[src/rtl/div_seq.sv]
// div_seq: iterative restoring divider for the tiny processor datapath.
// Computes quotient and remainder of dividend_in / divisor_in over N_BIT
// cycles, signed or unsigned, with a start/busy/done handshake.
// Ports:
//   clk_in, rst_in        clock (rising edge), async active-high reset
//   start_in              request, sampled only when idle
//   div_type_in           0 = unsigned, 1 = signed (latched with start)
//   seg_sel_in            selects res_out: 0 = quotient, 1 = remainder
//   dividend_in           accumulator operand (latched with start)
//   divisor_in            source operand (latched with start)
//   busy_out              high from the cycle after accept until done falls
//   done_out              one-cycle completion pulse
//   div_by_zero_out       divisor was zero in the last operation
//   quot_out, rem_out     registered quotient / remainder
//   res_out               combinational select of quot_out / rem_out
module div_seq #(
    parameter int unsigned N_BIT = 8
) (
    input  logic             clk_in,
    input  logic             rst_in,
    input  logic             start_in,
    input  logic             div_type_in,
    input  logic             seg_sel_in,
    input  logic [N_BIT-1:0] dividend_in,
    input  logic [N_BIT-1:0] divisor_in,
    output logic             busy_out,
    output logic             done_out,
    output logic             div_by_zero_out,
    output logic [N_BIT-1:0] quot_out,
    output logic [N_BIT-1:0] rem_out,
    output logic [N_BIT-1:0] res_out
);

    localparam int unsigned CNT_W = (N_BIT > 1) ? $clog2(N_BIT) : 1;

    typedef enum logic [1:0] {
        S_IDLE = 2'd0,
        S_CALC = 2'd1,
        S_FIX  = 2'd2,
        S_DONE = 2'd3
    } state_t;

    state_t             state_q, state_d;
    logic [CNT_W-1:0]   cnt_q, cnt_d;
    logic [N_BIT-1:0]   dvd_q, dvd_d;       // dividend shift register, fills with quotient bits
    logic [N_BIT-1:0]   prem_q, prem_d;     // partial remainder
    logic [N_BIT-1:0]   dvs_q, dvs_d;       // divisor magnitude
    logic [N_BIT-1:0]   odvd_q, odvd_d;     // raw dividend, returned on divide by zero
    logic               dvd_neg_q, dvd_neg_d;
    logic               dvs_neg_q, dvs_neg_d;
    logic               dvs_zero_q, dvs_zero_d;
    logic [N_BIT-1:0]   quot_q, quot_d;
    logic [N_BIT-1:0]   rem_q, rem_d;
    logic               dbz_q, dbz_d;
    logic               busy_q, busy_d;
    logic               done_q, done_d;

    // Operand sign/magnitude at accept time; negation of the most negative
    // value yields the same bit pattern, read as an unsigned magnitude.
    logic               in_dvd_neg;
    logic               in_dvs_neg;
    logic [N_BIT-1:0]   in_dvd_mag;
    logic [N_BIT-1:0]   in_dvs_mag;

    assign in_dvd_neg = div_type_in & dividend_in[N_BIT-1];
    assign in_dvs_neg = div_type_in & divisor_in[N_BIT-1];
    assign in_dvd_mag = in_dvd_neg ? -dividend_in : dividend_in;
    assign in_dvs_mag = in_dvs_neg ? -divisor_in  : divisor_in;

    // One restoring step. Since prem < divisor, the shifted remainder minus
    // the divisor fits in N_BIT+1 signed bits, so its MSB is the borrow.
    logic [N_BIT:0]     rem_sh;
    logic [N_BIT:0]     trial;
    logic               borrow;

    assign rem_sh = {prem_q, dvd_q[N_BIT-1]};
    assign trial  = rem_sh - {1'b0, dvs_q};
    assign borrow = trial[N_BIT];

    // State and datapath registers
    always_ff @(posedge clk_in or posedge rst_in) begin
        if (rst_in) begin
            state_q    <= S_IDLE;
            cnt_q      <= '0;
            dvd_q      <= '0;
            prem_q     <= '0;
            dvs_q      <= '0;
            odvd_q     <= '0;
            dvd_neg_q  <= 1'b0;
            dvs_neg_q  <= 1'b0;
            dvs_zero_q <= 1'b0;
            quot_q     <= '0;
            rem_q      <= '0;
            dbz_q      <= 1'b0;
            busy_q     <= 1'b0;
            done_q     <= 1'b0;
        end else begin
            state_q    <= state_d;
            cnt_q      <= cnt_d;
            dvd_q      <= dvd_d;
            prem_q     <= prem_d;
            dvs_q      <= dvs_d;
            odvd_q     <= odvd_d;
            dvd_neg_q  <= dvd_neg_d;
            dvs_neg_q  <= dvs_neg_d;
            dvs_zero_q <= dvs_zero_d;
            quot_q     <= quot_d;
            rem_q      <= rem_d;
            dbz_q      <= dbz_d;
            busy_q     <= busy_d;
            done_q     <= done_d;
        end
    end

    // Next-state and datapath logic
    always_comb begin
        state_d    = state_q;
        cnt_d      = cnt_q;
        dvd_d      = dvd_q;
        prem_d     = prem_q;
        dvs_d      = dvs_q;
        odvd_d     = odvd_q;
        dvd_neg_d  = dvd_neg_q;
        dvs_neg_d  = dvs_neg_q;
        dvs_zero_d = dvs_zero_q;
        quot_d     = quot_q;
        rem_d      = rem_q;
        dbz_d      = dbz_q;
        busy_d     = busy_q;
        done_d     = 1'b0;

        case (state_q)
            S_IDLE: begin
                busy_d = 1'b0;
                if (start_in) begin
                    odvd_d     = dividend_in;
                    dvd_neg_d  = in_dvd_neg;
                    dvs_neg_d  = in_dvs_neg;
                    dvd_d      = in_dvd_mag;
                    dvs_d      = in_dvs_mag;
                    dvs_zero_d = (divisor_in == '0);
                    prem_d     = '0;
                    cnt_d      = '0;
                    busy_d     = 1'b1;
                    state_d    = S_CALC;
                end
            end
            S_CALC: begin
                prem_d = borrow ? rem_sh[N_BIT-1:0] : trial[N_BIT-1:0];
                dvd_d  = {dvd_q[N_BIT-2:0], ~borrow};
                cnt_d  = cnt_q + CNT_W'(1);
                if (cnt_q == CNT_W'(N_BIT - 1)) begin
                    state_d = S_FIX;
                end
            end
            S_FIX: begin
                // Divide by zero wins over sign correction
                if (dvs_zero_q) begin
                    quot_d = '1;
                    rem_d  = odvd_q;
                    dbz_d  = 1'b1;
                end else begin
                    quot_d = (dvd_neg_q ^ dvs_neg_q) ? -dvd_q : dvd_q;
                    rem_d  = dvd_neg_q ? -prem_q : prem_q;
                    dbz_d  = 1'b0;
                end
                done_d  = 1'b1;
                state_d = S_DONE;
            end
            S_DONE: begin
                busy_d  = 1'b0;
                state_d = S_IDLE;
            end
            default: begin
                state_d = S_IDLE;
            end
        endcase
    end

    assign busy_out        = busy_q;
    assign done_out        = done_q;
    assign div_by_zero_out = dbz_q;
    assign quot_out        = quot_q;
    assign rem_out         = rem_q;
    assign res_out         = seg_sel_in ? rem_q : quot_q;

endmodule

[config.mk]
export PLATFORM = sky130hd
export DESIGN_NAME = div_seq
export DESIGN_NICKNAME = d
export VERILOG_FILES = /design/src/rtl/div_seq.sv
export SDC_FILE = /design/constraint.sdc
export NUM_CORES = 1
export LEC_CHECK = 0
export ABC_CLOCK_PERIOD_IN_PS = 2100
export CORE_UTILIZATION = 45
export DETAILED_ROUTE_END_ITERATION = 6
export GPL_TIMING_DRIVEN = 0
export HOLD_SLACK_MARGIN = 0.03
export PLACE_DENSITY = 0.74
export SYNTH_ARGS = -nofsm -noshare
export SYNTH_HDL_FRONTEND = slang
export SYNTH_SLANG_ARGS = --single-unit
[constraint.sdc]
create_clock -name clk_in -period 2.1 [get_ports clk_in]
set_input_delay 0.315 -clock clk_in [delete_from_list [all_inputs] [get_ports clk_in]]
set_output_delay 0.315 -clock clk_in [all_outputs]
set_load 0.005 [all_outputs]
======== Yosys cells after proc, flatten, opt, wreduce, memory -nomap -nowiden ========
Index checks and enable logic that the tools add are counted.
cells by class
  multiply operators ...................... 0
  div/mod/pow operators ................... 0
  add/sub/neg operators ................... 6
  eq/ne operators ......................... 6
  shift operators ......................... 0
  $lt $le $gt $ge ......................... 0
  bitwise operators ....................... 4
  mux-type cells .......................... 21
  reduce and logical (&&, ||, !) cells .... 7
operators with widths
  kind                                                 number
  two-way mux 8 bit                                    10
  negation 8 bit                                       4
  case mux 8 bit (2 select lines)                      2
  subtractor 9 x 8 -> 9 bit                            1
  logical NOT 8 bit                                    1
  case mux 2 bit (4 select lines)                      1
  case mux 3 bit (2 select lines)                      1
  AND reduction 2 bit                                  3
  equality test 2 bit, second input constant           2
  two-way mux 2 bit                                    2
  != test 2 bit, second input constant                 2
  nonzero test 2 bit                                   2
  adder 3 x 1 -> 3 bit, second input constant          1
  equality test 3 bit, second input constant           1
  two-way mux 1 bit                                    3
  two-way mux 3 bit                                    1
  AND 1 bit                                            2
  equality test 2 x 1 -> 1 bit, second input constant  1
  logical NOT 2 bit                                    1
  case mux 1 bit (2 select lines)                      1
  NOT 1 bit                                            1
  XOR 1 bit                                            1
storage, ports and cells
  memories kept ........................... 0
  bits in writable memories ............... 0
  logic and storage cells ................. 58
  bits of input ports ..................... 21
  bits in read-only memories .............. 0
  bits in latches ......................... 0
  bits in registers ....................... 59
  output and inout port bits .............. 27

======== Logic depth before layout (Yosys ltp) ========
  depth in word-level cells ............... 4
  depth in mapped cells ................... 9
  depth with buffers taken out ............ 8

======== Worst setup path after synthesis ========
OpenSTA, ideal clock, no wires.
  path type ............................... reg-to-reg
  start ................................... reg dvd_q[7]
  end ..................................... reg dvd_q[0]
  slack ................................... -0.156 ns
  arrival time ............................ 2.124 ns
  buffers on the path ..................... 1
  setup time .............................. 0.133 ns
  cell stages (with the launch flop) ...... 10
  clock period less this slack ............ 2.256 ns
  data required time ...................... 1.967 ns
  cells stage by stage .................... dfrtp_1 inv_1 ha_1 fa_1 nand2b_1 a211o_1 a31o_2 buf_2 a311oi_1 a21oi_1
between the ends
  cells in the longest elaborated chain, start to end .. 3
ends and longest elaborated chain
  item                             RTL line  source
  start, declared                  45        logic [N_BIT-1:0] dvd_q, dvd_d;
  start signal, assigned           100       dvd_q <= dvd_d;
  subtractor 9 x 8 -> 9 bit        77        assign trial = rem_sh - {1'b0, dvs_q};
  NOT 1 bit                        150       dvd_d = {dvd_q[N_BIT-2:0], ~borrow};
  case mux 8 bit (2 select lines)  132       case (state_q)
Every way passes these cells.
A chain may end at the register's enable or synchronous reset.

======== Worst setup path in the final report ========
  start ................................... reg dvs_q[0]
  end ..................................... reg prem_q[2]
between the ends
  cells in the longest elaborated chain, start to end .. 3
ends and longest elaborated chain
  item                             RTL line  source
  start, declared                  47        logic [N_BIT-1:0] dvs_q, dvs_d;
  start signal, assigned           102       dvs_q <= dvs_d;
  subtractor 9 x 8 -> 9 bit        77
  two-way mux 8 bit                149       prem_d = borrow ? rem_sh[N_BIT-1:0] : trial[N_BIT-1:0];
  case mux 8 bit (2 select lines)  132
  end signal, assigned             101       prem_q <= prem_d;
  end, declared                    46        logic [N_BIT-1:0] prem_q, prem_d;
Every way passes these cells.

==> out/results.tsv <==
stage	metric	value	unit
synth	fraction of registers with async set/reset	100	%
cells_and_area	share of layout cells above drive strength 1	14.4	%
synth	Post-Syn Instances	405	
detailed_routing	DRT Wirelength	8.75	mm
critical_path	crit path DAT	2.48	ns
critical_path	WP data required	2.32	ns
cells_and_area	Area growth syn-to-layout	25.7	%
timing	Hold Fails Final Rpt	0	
critical_path	Crit path largest cell delay	0.41	ns
critical_path	slowest stage cell on the critical path	dfrtp_1	
synth	post-synth cell types	50	
synth	Synth Cell Area	3630	um2
detailed_routing	Starting DRT DRC Count	217	
critical_path	worst path bufs/invs	2	
detailed_routing	ANT nets after route	0	
critical_path	Worst R2R Path Depth	9	
cells_and_area	fillers	695	
timing	fin crit share	108	%
synth	warnings from Yosys	0	
synth	Yosys reg bits	59	
cts	CTS tree	built	
hold_path	Hold Crit Class	in2async	
timing	RSZ-0062 raised after global routing	true	
cts	htree depth	3	
critical_path	end of the critical path	prem_q[2]	
power	Leak	2.00	nW
placement	Placed Cells	553	
timing	Final Max Slew Viols	0	
floorplanning	Initial Util	46.7	%
timing	Slew @ Worst Pin	0.601	ns
critical_path	CP startpoint kind	register	
cts	cts bufs inserted	9	
global_routing	vias in the first global route	3059	
cts	clock tree sinks	59	
critical_path	worst r2r src	dvs_q[0]	
timing	Max Freq	441	MHz
detailed_routing	WL/cell	15.3	um
detailed_routing	Via density	5.48	
synth	Post-synth top flop	dfrtp_1	
timing	relative slew slack	59.7	%
power	Peak supply drop	688	uV
critical_path	delay-heaviest family, CP	compound AO/OA/AOI/OAI gates	
timing	endpoints failing setup	9	
timing	post-route minimum period	2.27	ns
critical_path	Reg2Reg Capture Point	prem_q[2]	
critical_path	CP cell instances	ha_4 -> fa_2 -> nand2b_4 -> a211o_1 -> a31o_2 -> buf_6 -> buf_4 -> nand4_1 -> o311ai_2	
critical_path	CP Max Fanout	7	
placement	routability cong.	0.852	
cts	Clk Latency, worst-skew pair	0.35	ns
cells_and_area	ANT cells	0	
status	status	finished, violations left	
global_routing	GRT met1 Usage	30.7	%
global_routing	total global routing overflow	0	
timing	setup TNS	-1.04	ns
floorplanning	IO Count	48	
placement	DPL Wire Length	6.57	mm
global_routing	largest net degree at the start of global routing	42	
timing	post-route setup slack	-0.166	ns
critical_path	Worst Path Class, Setup	reg2reg	
critical_path	Crit path depth	9	
placement	port bufs	45	
global_routing	GR peak layer	met2	
critical_path	CP Launch Point	dvs_q[0]	
cts	clock root cell	clkbuf_8	
synth	syn_area_per_cell	8.97	um2
global_routing	antenna violations before repair	0	
global_routing	routing usage on met2	34.9	%
cts	clock-pin slew on the worst setup and hold paths	0.07	ns
cells_and_area	nets	506	
floorplanning	num rows	32	
synth	sequential share of the synthesized area	40.7	%
detailed_routing	1st-pass router iterations	5	
cells_and_area	Finished Layout Cells	573	
synth	Net Count, Synth	445	
status	failing checks	setup timing	
global_routing	Total GRT Usage	22.3	%
critical_path	critical path capture point type	register	
floorplanning	Die X	91.8	um
critical_path	FF-to-FF setup slack	-0.17	ns
global_routing	routing usage on met3	5.56	%
detailed_routing	Residual DRC	0	
cts	Max clock buf depth	2	
detailed_routing	via count	3139	
power	PD cells	1630	nW/um2
job	maxcap violations	0	
floorplanning	Die H	91.8	um
floorplanning	die area	8430	um2
global_routing	first-pass GRT wire length	14.6	mm
timing	Setup Skew	0.00629	ns
floorplanning	Core Area	7770	um2
synth	Post-synth EDFFs	0	
==> placed cells by master, fill, tap and decap left out, types with 4 or more instances in the layout <==
| cell type | Yosys | layout |
|---|---|---|
| nand3_1 | 10 | 10 |
| clkbuf_8 | 1 | 12 |
| nor2_1 | 37 | 37 |
| clkbuf_1 | 16 | 11 |
| or3_1 | 5 | 5 |
| inv_1 | 25 | 22 |
| ha_1 | 18 | 17 |
| clkdlybuf4s50_1 | 0 | 45 |
| nand2_1 | 53 | 53 |
| mux2i_1 | 9 | 8 |
| mux2_2 | 19 | 19 |
| xor2_1 | 16 | 16 |
| xnor2_1 | 8 | 8 |
| nor3_1 | 4 | 4 |
| dfrtp_1 | 59 | 58 |
| o211ai_1 | 7 | 7 |
| o21ai_0 | 32 | 32 |
| clkbuf_2 | 1 | 5 |
| buf_4 | 0 | 7 |
| nand2b_1 | 5 | 4 |
| nand4_1 | 4 | 4 |
| a21oi_1 | 32 | 32 |
==> routing by layer <==
metal | part of all wire [%] | routed length (um) | vias up
li1 | - | - | 1528
met3 | 4.9 | 431 | 13
met2 | 47 | 4130 | 74
met1 | 46 | 4050 | 1524
met4 | 1.6 | 141 | 0
met5 | 0 | 0 | -
==> synthesized netlist by cell type (3+ instances only) <==
cell	instances	share of area [%]
a21oi_1	32	4.4
nand2_1	53	5.5
nand4_1	4	0.69
o21ai_0	32	4.4
nand2b_1	5	0.86
or3_1	5	0.86
nor2_1	37	3.8
nor3_1	4	0.55
xor2_1	16	3.9
dfrtp_1	59	41
and2_1	3	0.52
mux2i_1	9	2.5
nor2b_1	3	0.52
nand3_1	10	1.4
buf_2	3	0.41
ha_1	18	6.2
o31ai_1	3	0.62
mux2_2	19	5.9
inv_1	25	2.6
xnor2_1	8	1.9
o211ai_1	7	1.4
clkbuf_1	16	1.7
==> flip-flops by register name, indices dropped and copies added (netlist names), 2 cells and up <==
| signal | count |
|---|---|
| prem_q | 8 |
| odvd_q | 8 |
| cnt_q | 3 |
| dvs_q | 8 |
| rem_out | 8 |
| quot_out | 8 |
| dvd_q | 8 |
| state_q | 2 |
==> cells by family after synthesis <==
family                     Yosys count  share of synthesized area (%)
AOI/OAI and AO/OA                   98                           16.8
xor gates and xnor gates            24                           5.79
adders and majority gates           19                           6.75
buffers and inverters               46                           5.17
DFF                                 59                           40.7
muxes                               29                           8.79
and+or+nand+nor                    130                           16.1
==> through the flow <==
| stage | utilization [%] | power, mW | worst slack (ns) | area [um2] | hold WS (ns) |
|---|---|---|---|---|---|
| floorplan | - | 4.78 | -0.0760 | 3670 | 0.411 |
| CTS | 58.4 | 7.37 | -0.172 | 4540 | 0.283 |
| finish | 58.8 | 7.44 | -0.166 | 4570 | 0.284 |
| global route | 58.8 | 8.06 | -0.267 | 4570 | 0.324 |
| detailed placement | 55.0 | 6.12 | -0.295 | 4270 | 0.476 |
| global placement | 54.8 | 5.95 | -0.741 | 4250 | 0.463 |
==> area by class of cell <==
cell class / count / area, um2 / share of cell area, %
multi-input cells: 300 / 2020 / 44.3
flip-flops and latches: 59 / 1480 / 32.4
repair buffers: 52 / 515 / 11.3
clock buffers: 12 / 155 / 3.40
well taps: 102 / 128 / 2.80
plain buffers: 19 / 100 / 2.19
inverters: 25 / 93.8 / 2.06
clock inverters: 4 / 72.6 / 1.59
==> where the power goes <==
group	total [mW]	internal, mW	switching, mW
sequential	2.12	1.65	0.465
combinational	4.14	1.96	2.19
clock	1.18	0.731	0.449
==> worst min path at each step <==
| stage | slack [ns] | from | cells after the start | to |
|---|---|---|---|---|
| finish | 0.28 | rst_in | 2 | div_by_zero_out |
| global route | 0.32 | rst_in | 2 | div_by_zero_out |
| CTS | 0.28 | rst_in | 2 | div_by_zero_out |
| detailed placement | 0.48 | dvs_q[3] | 2 | dvs_q[3] |
| global placement | 0.46 | dvs_q[6] | 2 | dvs_q[6] |
| floorplan | 0.41 | divisor_in[6] | 1 | dvs_zero_q |
==> repair_timing <==
item | in CTS | in global routing
gates resized for setup | 6 | 9
hold buffers | 0 | 0
pin swaps | 7 | 2
endpoints found under the setup margin | 17 | 17
gates cloned | 0 | 0
setup buffers | 4 | 2
Note: power is estimated with default switching activity, not from simulation.
